### src/rtl/video_src_gen.sv
// Multi-channel video test-pattern source.
// A timing FSM walks through vblank lines, then active lines, one column per
// enabled cycle. A registered output stage turns that position into
// hblank/vblank/active framing and per-channel pattern data. The outputs
// therefore trail the FSM by one clock.
module video_src_gen #(
  parameter int CHANNEL_NUM      = 2,
  parameter int VIDEO_DATA_WIDTH = 30,
  parameter int TIMING_CNT_WIDTH = 11,
  parameter int FRAME_CNT_WIDTH  = 8
) (
  input  logic                                    clk,
  input  logic                                    sclr,
  input  logic                                    ce,
  input  logic                                    start,
  input  logic [FRAME_CNT_WIDTH-1:0]              frame_num,
  input  logic [TIMING_CNT_WIDTH-1:0]             col_max,
  input  logic [TIMING_CNT_WIDTH-1:0]             row_max,
  input  logic [TIMING_CNT_WIDTH-1:0]             h_blank_len,
  input  logic [TIMING_CNT_WIDTH-1:0]             v_blank_len,
  input  logic [1:0]                              pattern_sel,
  input  logic                                    stop,
  output logic [CHANNEL_NUM-1:0]                  hblank_out,
  output logic [CHANNEL_NUM-1:0]                  vblank_out,
  output logic [CHANNEL_NUM-1:0]                  active_video_out,
  output logic [CHANNEL_NUM*VIDEO_DATA_WIDTH-1:0] video_data_out,
  output logic                                    busy,
  output logic                                    frame_done
);

  localparam int C  = CHANNEL_NUM;
  localparam int W  = VIDEO_DATA_WIDTH;
  localparam int T  = TIMING_CNT_WIDTH;
  localparam int F  = FRAME_CNT_WIDTH;
  // One extra bit: a full line (col_max + hblank) can exceed 2^T - 1.
  localparam int LW = T + 1;
  // Wide enough that the pattern arithmetic never overflows before truncation.
  localparam int PW = 2*T + F + 32;

  typedef enum logic [1:0] {IDLE, VBLK, ACT} state_t;

  state_t         state_q, state_d;
  logic [LW-1:0]  col_q, col_d;
  logic [T-1:0]   row_q, row_d;
  logic [F-1:0]   frm_q, frm_d;
  logic           stop_seen_q, stop_seen_d;

  // Configuration captured on an accepted start.
  logic [T-1:0]   col_max_q, row_max_q, vbl_q;
  logic [LW-1:0]  line_end_q;
  logic [F-1:0]   frame_num_q;
  logic [1:0]     pat_q;
  logic           cfg_load;
  logic [T-1:0]   hbl_eff;
  logic [LW-1:0]  line_end_d;

  logic [C-1:0]   hblank_q, hblank_d;
  logic [C-1:0]   vblank_q, vblank_d;
  logic [C-1:0]   active_q, active_d;
  logic [C*W-1:0] data_q, data_d;
  logic           busy_q, busy_d;
  logic           frame_done_q, frame_done_d;

  logic           line_last;
  logic           pix_win;
  logic           last_row;
  logic           start_ok;

  // Pattern value for channel k at the given position.
  function automatic logic [W-1:0] pattern_val(input logic [1:0]    sel,
                                               input logic [PW-1:0] k,
                                               input logic [T-1:0]  col,
                                               input logic [T-1:0]  row,
                                               input logic [T-1:0]  cmax,
                                               input logic [F-1:0]  frm);
    logic [PW-1:0] wide;
    case (sel)
      2'd0:    wide = k * PW'(cmax) + PW'(col);
      2'd1:    wide = PW'({row, col});
      2'd2:    wide = k + PW'(1);
      default: wide = PW'(frm);
    endcase
    return W'(wide);
  endfunction

  assign line_last = (col_q == line_end_q);
  assign pix_win   = (col_q < {1'b0, col_max_q});
  assign last_row  = (row_q == row_max_q - T'(1));
  assign start_ok  = start && (col_max != '0) && (row_max != '0);
  assign hbl_eff   = (h_blank_len == '0) ? T'(1) : h_blank_len;
  assign line_end_d = {1'b0, col_max} + {1'b0, hbl_eff} - LW'(1);

  // Next-state logic: column/line/frame counting and frame sequencing.
  always_comb begin
    state_d     = state_q;
    col_d       = col_q;
    row_d       = row_q;
    frm_d       = frm_q;
    stop_seen_d = stop_seen_q;
    cfg_load    = 1'b0;
    case (state_q)
      IDLE: begin
        if (start_ok) begin
          cfg_load    = 1'b1;
          col_d       = '0;
          row_d       = '0;
          frm_d       = '0;
          stop_seen_d = 1'b0;
          state_d     = (v_blank_len != '0) ? VBLK : ACT;
        end
      end
      VBLK: begin
        stop_seen_d = stop_seen_q | stop;
        if (line_last) begin
          col_d = '0;
          if (row_q == vbl_q - T'(1)) begin
            row_d   = '0;
            state_d = ACT;
          end else begin
            row_d = row_q + T'(1);
          end
        end else begin
          col_d = col_q + LW'(1);
        end
      end
      ACT: begin
        stop_seen_d = stop_seen_q | stop;
        if (line_last) begin
          col_d = '0;
          if (last_row) begin
            row_d = '0;
            frm_d = frm_q + F'(1);
            if (((frame_num_q != '0) && (frm_q + F'(1) == frame_num_q)) ||
                stop_seen_q || stop) begin
              state_d = IDLE;
            end else begin
              // Stop only applies to frames that start after it is seen.
              stop_seen_d = 1'b0;
              state_d     = (vbl_q != '0) ? VBLK : ACT;
            end
          end else begin
            row_d = row_q + T'(1);
          end
        end else begin
          col_d = col_q + LW'(1);
        end
      end
      default: state_d = IDLE;
    endcase
  end

  // Output decode from the current FSM position; registered below.
  always_comb begin
    busy_d       = (state_q != IDLE);
    hblank_d     = {C{~(busy_d && pix_win)}};
    vblank_d     = {C{state_q != ACT}};
    active_d     = {C{(state_q == ACT) && pix_win}};
    frame_done_d = (state_q == ACT) && line_last && last_row;
    data_d       = '0;
    for (int k = 0; k < C; k++) begin
      if ((state_q == ACT) && pix_win) begin
        data_d[k*W +: W] = pattern_val(pat_q, PW'(k), col_q[T-1:0], row_q,
                                       col_max_q, frm_q);
      end
    end
  end

  // FSM, counters and output registers; sclr overrides ce.
  always_ff @(posedge clk) begin
    if (sclr) begin
      state_q      <= IDLE;
      col_q        <= '0;
      row_q        <= '0;
      frm_q        <= '0;
      stop_seen_q  <= 1'b0;
      hblank_q     <= '1;
      vblank_q     <= '1;
      active_q     <= '0;
      data_q       <= '0;
      busy_q       <= 1'b0;
      frame_done_q <= 1'b0;
    end else if (ce) begin
      state_q      <= state_d;
      col_q        <= col_d;
      row_q        <= row_d;
      frm_q        <= frm_d;
      stop_seen_q  <= stop_seen_d;
      hblank_q     <= hblank_d;
      vblank_q     <= vblank_d;
      active_q     <= active_d;
      data_q       <= data_d;
      busy_q       <= busy_d;
      frame_done_q <= frame_done_d;
    end
  end

  // Configuration snapshot; only meaningful while busy, so it needs no reset.
  always_ff @(posedge clk) begin
    if (ce && !sclr && cfg_load) begin
      col_max_q   <= col_max;
      row_max_q   <= row_max;
      vbl_q       <= v_blank_len;
      line_end_q  <= line_end_d;
      frame_num_q <= frame_num;
      pat_q       <= pattern_sel;
    end
  end

  assign hblank_out       = hblank_q;
  assign vblank_out       = vblank_q;
  assign active_video_out = active_q;
  assign video_data_out   = data_q;
  assign busy             = busy_q;
  assign frame_done       = frame_done_q;

endmodule

### config.mk
export PLATFORM = sky130hd
export DESIGN_NAME = video_src_gen
export DESIGN_NICKNAME = d
export VERILOG_FILES = /design/src/rtl/video_src_gen.sv
export SDC_FILE = /design/constraint.sdc
export NUM_CORES = 1
export LEC_CHECK = 0
export ABC_CLOCK_PERIOD_IN_PS = 7350
export CAP_MARGIN = 20
export CORE_MARGIN = 2
export CORE_UTILIZATION = 55
export DETAILED_ROUTE_END_ITERATION = 10
export PLACE_DENSITY = 0.82
export SLEW_MARGIN = 20
export SYNTH_ARGS = -nofsm -noshare
export SYNTH_HDL_FRONTEND = slang
export SYNTH_SLANG_ARGS = --single-unit
### constraint.sdc
create_clock -name clk -period 7.35 [get_ports clk]
set_input_delay 1.8375 -clock clk [delete_from_list [all_inputs] [get_ports clk]]
set_output_delay 1.8375 -clock clk [all_outputs]
set_load 0.05 [all_outputs]
## Yosys cells after proc, flatten, opt, wreduce, memory -nomap -nowiden

Cells that the tools add are included.

| cells by class | value |
|---|---|
| magnitude comparators | 1 |
| add/sub/neg operators | 8 |
| multiplexer cells | 34 |
| bitwise gates (word level) | 2 |
| eq/ne operators | 14 |
| reduce and logical (&&, ||, !) cells | 30 |

Operator list:

| operator | count |
|---|---|
| 22-bit one-hot mux with 3 select lines | 2 |
| 11-bit 2-to-1 mux | 6 |
| 22-bit 2-to-1 mux | 2 |
| 11-bit nonzero test | 4 |
| 11-bit one-hot mux with 3 select lines | 1 |
| 11-bit by 11-bit adder with 12-bit output | 2 |
| 12-bit 2-to-1 mux | 2 |
| 8-bit 2-to-1 mux | 3 |
| 12-bit one-hot mux with 2 select lines | 1 |
| 11-bit == test | 2 |
| 11-bit by 1-bit subtractor with 11-bit output (second input constant) | 2 |
| 2-bit 2-to-1 mux | 8 |
| 8-bit one-hot mux with 2 select lines | 1 |
| 12-bit by 1-bit adder with 12-bit output (second input constant) | 1 |
| 12-bit == test | 1 |
| 12-bit by 11-bit less-than comparator with 1-bit output | 1 |
| 2-bit != test (second input constant) | 6 |
| 12-bit by 1-bit subtractor with 12-bit output (second input constant) | 1 |
| 11-bit by 1-bit adder with 11-bit output (second input constant) | 1 |
| 11-bit zero test | 1 |
| 5-bit AND reduction | 2 |
| 1-bit logical AND | 9 |
| 8-bit by 1-bit adder with 8-bit output (second input constant) | 1 |
| 8-bit == test | 1 |
| other kinds (16) | 28 |

| word-level totals | value |
|---|---|
| bits in registers | 154 |
| input bits | 59 |
| word-level logic and storage cells | 106 |
| output and inout bits | 68 |

## Depth between registers and ports, before layout

| depth | value |
|---|---|
| depth after elaboration | 9 |
| mapped depth | 13 |
| depth with buffers taken out | 13 |

## Least setup slack after synthesis

OpenSTA, ideal clock, no wires.

| timing | value |
|---|---|
| kind | input to register |
| start | input sclr |
| end | register col_max_q[0] (enable) |
| cell stages on the path | 3 |
| path buffers | 2 |
| data arrival time | 6.002 ns |
| library setup time | 0.536 ns |
| path slack | 0.812 ns |
| data required time | 6.814 ns |
| cell sequence | clkbuf_1 clkbuf_1 nor3_1 |

| between the ends | value |
|---|---|
| word-level cells in the longest chain between the ends | 3 |

Ends and longest elaborated chain:

| item | line | text |
|---|---|---|
| start, declared | 13 | `input logic sclr,` |
| 1-bit zero test | 199 | `if (ce && !sclr && cfg_load) begin` |
| 1-bit logical AND (2 in a row) | 199 |  |
| end signal, assigned | 200 | `col_max_q <= col_max;` |
| end, declared | 49 | `logic [T-1:0] col_max_q, row_max_q, vbl_q;` |

No other way between the ends.
A chain may end at the register's enable or synchronous reset.

## Final worst setup path

| timing | value |
|---|---|
| start | input h_blank_len[10] |
| end | register line_end_q[11], data pin |

| between the ends | value |
|---|---|
| word-level cells in the longest chain between the ends | 4 |

Ends and longest elaborated chain:

| item | line | text |
|---|---|---|
| start, declared | 19 | `input logic [TIMING_CNT_WIDTH-1:0] h_blank_len,` |
| 11-bit zero test | 90 | `assign hbl_eff = (h_blank_len == '0) ? T'(1) : h_blank_len;` |
| 11-bit 2-to-1 mux (*) | 90 |  |
| 11-bit by 11-bit adder with 12-bit output (*) | 91 | `assign line_end_d = {1'b0, col_max} + {1'b0, hbl_eff} - LW'(1);` |
| 12-bit by 1-bit subtractor with 12-bit output (*) | 91 |  |
| named net line_end_d[11] | 55 | `logic [LW-1:0] line_end_d;` |
| end signal, assigned | 203 | `line_end_q <= line_end_d;` |
| end, declared | 50 | `logic [LW-1:0] line_end_q;` |

The timed path passes the listed nets; every way through them passes the cells marked *.

==> results.rst <==
.. list-table::
   :header-rows: 1

   * - Metric
     - Value
   * - Final Cycle Share
     - 0.6069
   * - CP required
     - around 7.6 ns
   * - Hold worst-path end
     - video_data_out[34]
   * - Starting DRC count in detailed routing
     - 539
   * - Worst Hold Path Cells
     - 2
   * - Width of the die
     - 123.9 um
   * - RSZ-0062 raised after global routing
     - false
   * - CP cell instances
     - clkdlybuf4s50_1, nor4_1, a41oi_1, ha_1, inv_1, ha_1, fa_1, a21o_1, a21oi_1, o21bai_1, a21oi_1, o21ai_0, o311ai_0
   * - Number of input and output port buffers inserted
     - between 100 and 150
   * - Clock latency on the worst-skew pair
     - 0.43 ns
   * - Result of the run
     - finished, final reports clean
   * - Via count of the first global-routing pass
     - 6018
   * - Number of library cell types mapped by synthesis
     - 73
   * - Largest family of logic cells by synthesized area
     - simple AND/OR/NAND/NOR gates
   * - Crit path time final
     - ~4.5 ns
   * - Full die area
     - 15350 um2
   * - GR Util All Layers
     - 0.2508
   * - Number of antenna repair diodes
     - 0
   * - Area of the mapped netlist
     - ~8000 um2
   * - Synthesized-area fraction occupied by adder cells
     - 0.08734
   * - Mean cell area of the mapped netlist
     - 9.142 um2
   * - Remaining global-route overflow
     - 0
   * - Slowest Stage Delay on Critical Path
     - about 0.48 ns
   * - Post-CTS setup repair buffer count
     - 0
   * - Worst endpoint data arrival time
     - approximately 4.7 ns
   * - Pin count of the biggest net entering global routing
     - 56
   * - Clock edge transition at the registers on the reported setup and hold paths
     - approximately 0.050 ns
   * - Share of final-layout standard cells stronger than drive strength 1
     - 0.06073
   * - Starting utilization of the core area
     - 0.5653
   * - Placement row count
     - 43
   * - Parity-gate share of the synthesized area counting xor and xnor cells
     - 0.09082
   * - GP Congestion
     - slightly above 0.9
   * - Total of endpoints with negative setup slack in the final report
     - 0
   * - Maximum capacitance violations
     - 0
   * - Height of the die
     - 123.9 um
   * - Worst reg2reg path startpoint
     - col_q[1]
   * - Max H-tree Level
     - 4
   * - Number of max-slew violations in the final report
     - 0
   * - Clock net sink count
     - 128
   * - Rel. slew slack
     - 0.3750
   * - First-pass GRT wire length
     - between 20 and 30 mm
   * - Most common cell in the synthesized netlist
     - sky130_fd_sc_hd__inv_1
   * - Worst hold start
     - video_data_out[34]
   * - Final Net Count
     - ~1100
   * - CTS tree
     - done
   * - Setup total negative slack
     - 0 ns
   * - Maximum VDD drop
     - roughly 180 uV
   * - Root buffer cell
     - sky130_fd_sc_hd__clkbuf_16
   * - Synth async-reset ratio
     - 0
   * - Dpl cells
     - 1103
   * - Number of synthesized register bits
     - 128
   * - Syn-to-layout area delta
     - 20.47%
   * - Number of buffers created by CTS
     - 17
   * - DRT antenna net count
     - 0
   * - Detailed Routing Iterations Pass 1
     - 5
   * - EDFF count, synth
     - between 50 and 60
   * - Leakage power
     - between 3 and 4 nW
   * - Endpoint of the worst-slack reg-to-reg timing path
     - video_data_out[50]
   * - Post-route insts no fill
     - between 1000 and 1500
   * - Number of vias after detailed routing
     - 6543
   * - R2R depth
     - 8
   * - Worst Clk Skew
     - ~0.0074 ns
   * - Detailed Route WL
     - roughly 19 mm
   * - Synth area leader
     - sky130_fd_sc_hd__edfxtp_1
   * - Synth cell count leaders
     - sky130_fd_sc_hd__inv_1 (84), sky130_fd_sc_hd__dfxtp_1 (73), sky130_fd_sc_hd__nor2_1 (65)
   * - Area post-placement
     - slightly below 9000 um2
   * - Largest buffer count on any clock path
     - 2
   * - Synthesis Warnings
     - 0
   * - Synthesized-area fraction occupied by ao, oa, aoi and oai cells
     - 0.1527
   * - Fmax achieved
     - ~0.22 GHz
   * - Final std cell area, no fill
     - between 9000 and 10000 um2
   * - Fin. Hold Viols
     - 0
   * - Leading register cell type out of synthesis
     - sky130_fd_sc_hd__dfxtp_1
   * - Post-Synthesis Cells
     - roughly 870
   * - Placeable core area
     - ~14000 um2
   * - Critical Path Sink Type
     - register
   * - Initial antenna violation count
     - 0
   * - Residual DRC count
     - 0
   * - Hold-fix buffer count after cts
     - 0
   * - Proportion of synthesized chip area in sequential cells
     - 0.3937
   * - Standard cell with the maximum stage delay on the critical path
     - sky130_fd_sc_hd__clkdlybuf4s50_1
   * - Launching element type of the critical path
     - input port
   * - Worst reg2reg setup slack
     - 4.04 ns
   * - Multiplexer area fraction after synthesis
     - 0.01203
   * - Util after Layout
     - 0.6810
   * - CTS resizes
     - 0
   * - Simple-gate portion of the synthesized area
     - 0.1718
   * - Crit path kind
     - in2reg
   * - WL per Instance
     - 16.38 um
   * - Number of ports placed on the die boundary
     - approximately 130
   * - Slew at the pin closest to its max-slew limit
     - 0.9289 ns
   * - Worst min-delay path class
     - reg2reg
   * - Hpwl dp
     - ~14 mm
   * - Power per cell area
     - a little under 200 nW/um2
   * - Maximum fanout along the worst path
     - 3
   * - Proportion of netlist area held by the largest area contributor
     - 0.2089
   * - Largest cells by area after synthesis
     - sky130_fd_sc_hd__edfxtp_1 (21%), sky130_fd_sc_hd__dfxtp_1 (18%), sky130_fd_sc_hd__ha_1 (8.2%), sky130_fd_sc_hd__xor2_1 (5.1%), sky130_fd_sc_hd__inv_1 (4.0%)
   * - Routed vias/inst
     - between 5 and 6
[worst max-delay path by stage]
| stage | startpoint | slack [ns] | endpoint |
|---|---|---|---|
| 2_1_floorplan | sclr | 0.81 | col_max_q[0] |
| 3_3_place_gp | h_blank_len[7] | 2.56 | line_end_q[11] |
| 3_5_place_dp | h_blank_len[10] | 2.44 | line_end_q[11] |
| 4_1_cts | h_blank_len[10] | 2.89 | line_end_q[11] |
| 5_1_grt | h_blank_len[8] | 2.60 | line_end_q[11] |
| 6_report | h_blank_len[10] | 2.89 | line_end_q[11] |
[cells in the final DEF, fill, tap and decap left out, types with 22 or more instances in the layout]
master / n
sky130_fd_sc_hd__dfxtp_1: 73
sky130_fd_sc_hd__nand2_1: 50
sky130_fd_sc_hd__nor3_1: 22
sky130_fd_sc_hd__xor2_1: 46
sky130_fd_sc_hd__edfxtp_1: 55
sky130_fd_sc_hd__a21oi_1: 29
sky130_fd_sc_hd__inv_1: 84
sky130_fd_sc_hd__o21ai_0: 30
sky130_fd_sc_hd__nor2_1: 65
sky130_fd_sc_hd__ha_1: 52
sky130_fd_sc_hd__clkdlybuf4s50_1: 110
sky130_fd_sc_hd__nand3_1: 25
sky130_fd_sc_hd__xnor2_1: 36
[sequential cells by signal, indices dropped and copies added, names as in the netlist, 2 cells and up]
register,count
state_q,2
row_max_q,11
frame_num_q,8
pat_q,2
row_q,11
col_q,12
col_max_q,11
line_end_q,12
video_data_out,34
vbl_q,11
frm_q,8
[cell type report]
class / count / area [um2]
Timing Repair Buffer: 115 / 1142
Inverter: 85 / 319.1
Sequential cell: 128 / 3113
Fill cell: 1088 / 4462
Clock buffer: 24 / 516.7
Tap cell: 180 / 225.2
Multi-Input combinational cell: 595 / 4135
Clock inverter: 8 / 75.07
[layer usage]
metal / vias up / global-route usage / share of wire
met2: 239 / 0.4138 / 0.47
met4: 0 / 0.1032 / 0.028
met5: - / 0 / 0
li1: 3177 / - / -
met3: 39 / 0.05952 / 0.068
met1: 3088 / 0.3165 / 0.43
[critical path: cells and delay by family]
kind / cells / cell delay, ns
fa+ha+maj: 3 / 0.78
simple gates: 1 / 0.07
buf+inv: 2 / 0.52
compound gates: 7 / 1.48
[where the power goes]
part / leakage, nW / internal, mW / switching, mW / total [mW]
sequential: 1.09 / 0.772 / 0.0233 / 0.795
clock: 0.291 / 0.523 / 0.306 / 0.829
combinational: 2.47 / 0.108 / 0.161 / 0.269
total: 3.86 / 1.40 / 0.491 / 1.89
[per-stage QoR]
stage / setup slack [ns] / hold WS (ns) / total power [mW]
floorplan: 0.8124 / 0.4709 / 0.9980
global placement: 2.559 / 0.4566 / 1.069
detailed placement: 2.439 / 0.4636 / 1.075
CTS: 2.894 / 0.4705 / 1.896
global route: 2.599 / 0.5013 / 1.970
finish: 2.889 / 0.4734 / 1.893
[cell families (layout without fill, tap and decap cells)]
| logic type | count (synthesis) | in the layout |
|---|---|---|
| and+or+nand+nor | 265 | 265 |
| adders and majority gates | 54 | 54 |
| muxes | 9 | 9 |
| AOI/OAI and AO/OA | 169 | 169 |
| xor gates and xnor gates | 82 | 82 |
| other | 1 | 16 |
| DFF | 128 | 128 |
| buffers and inverters | 157 | 232 |
Power figures use the tool's default switching activity.
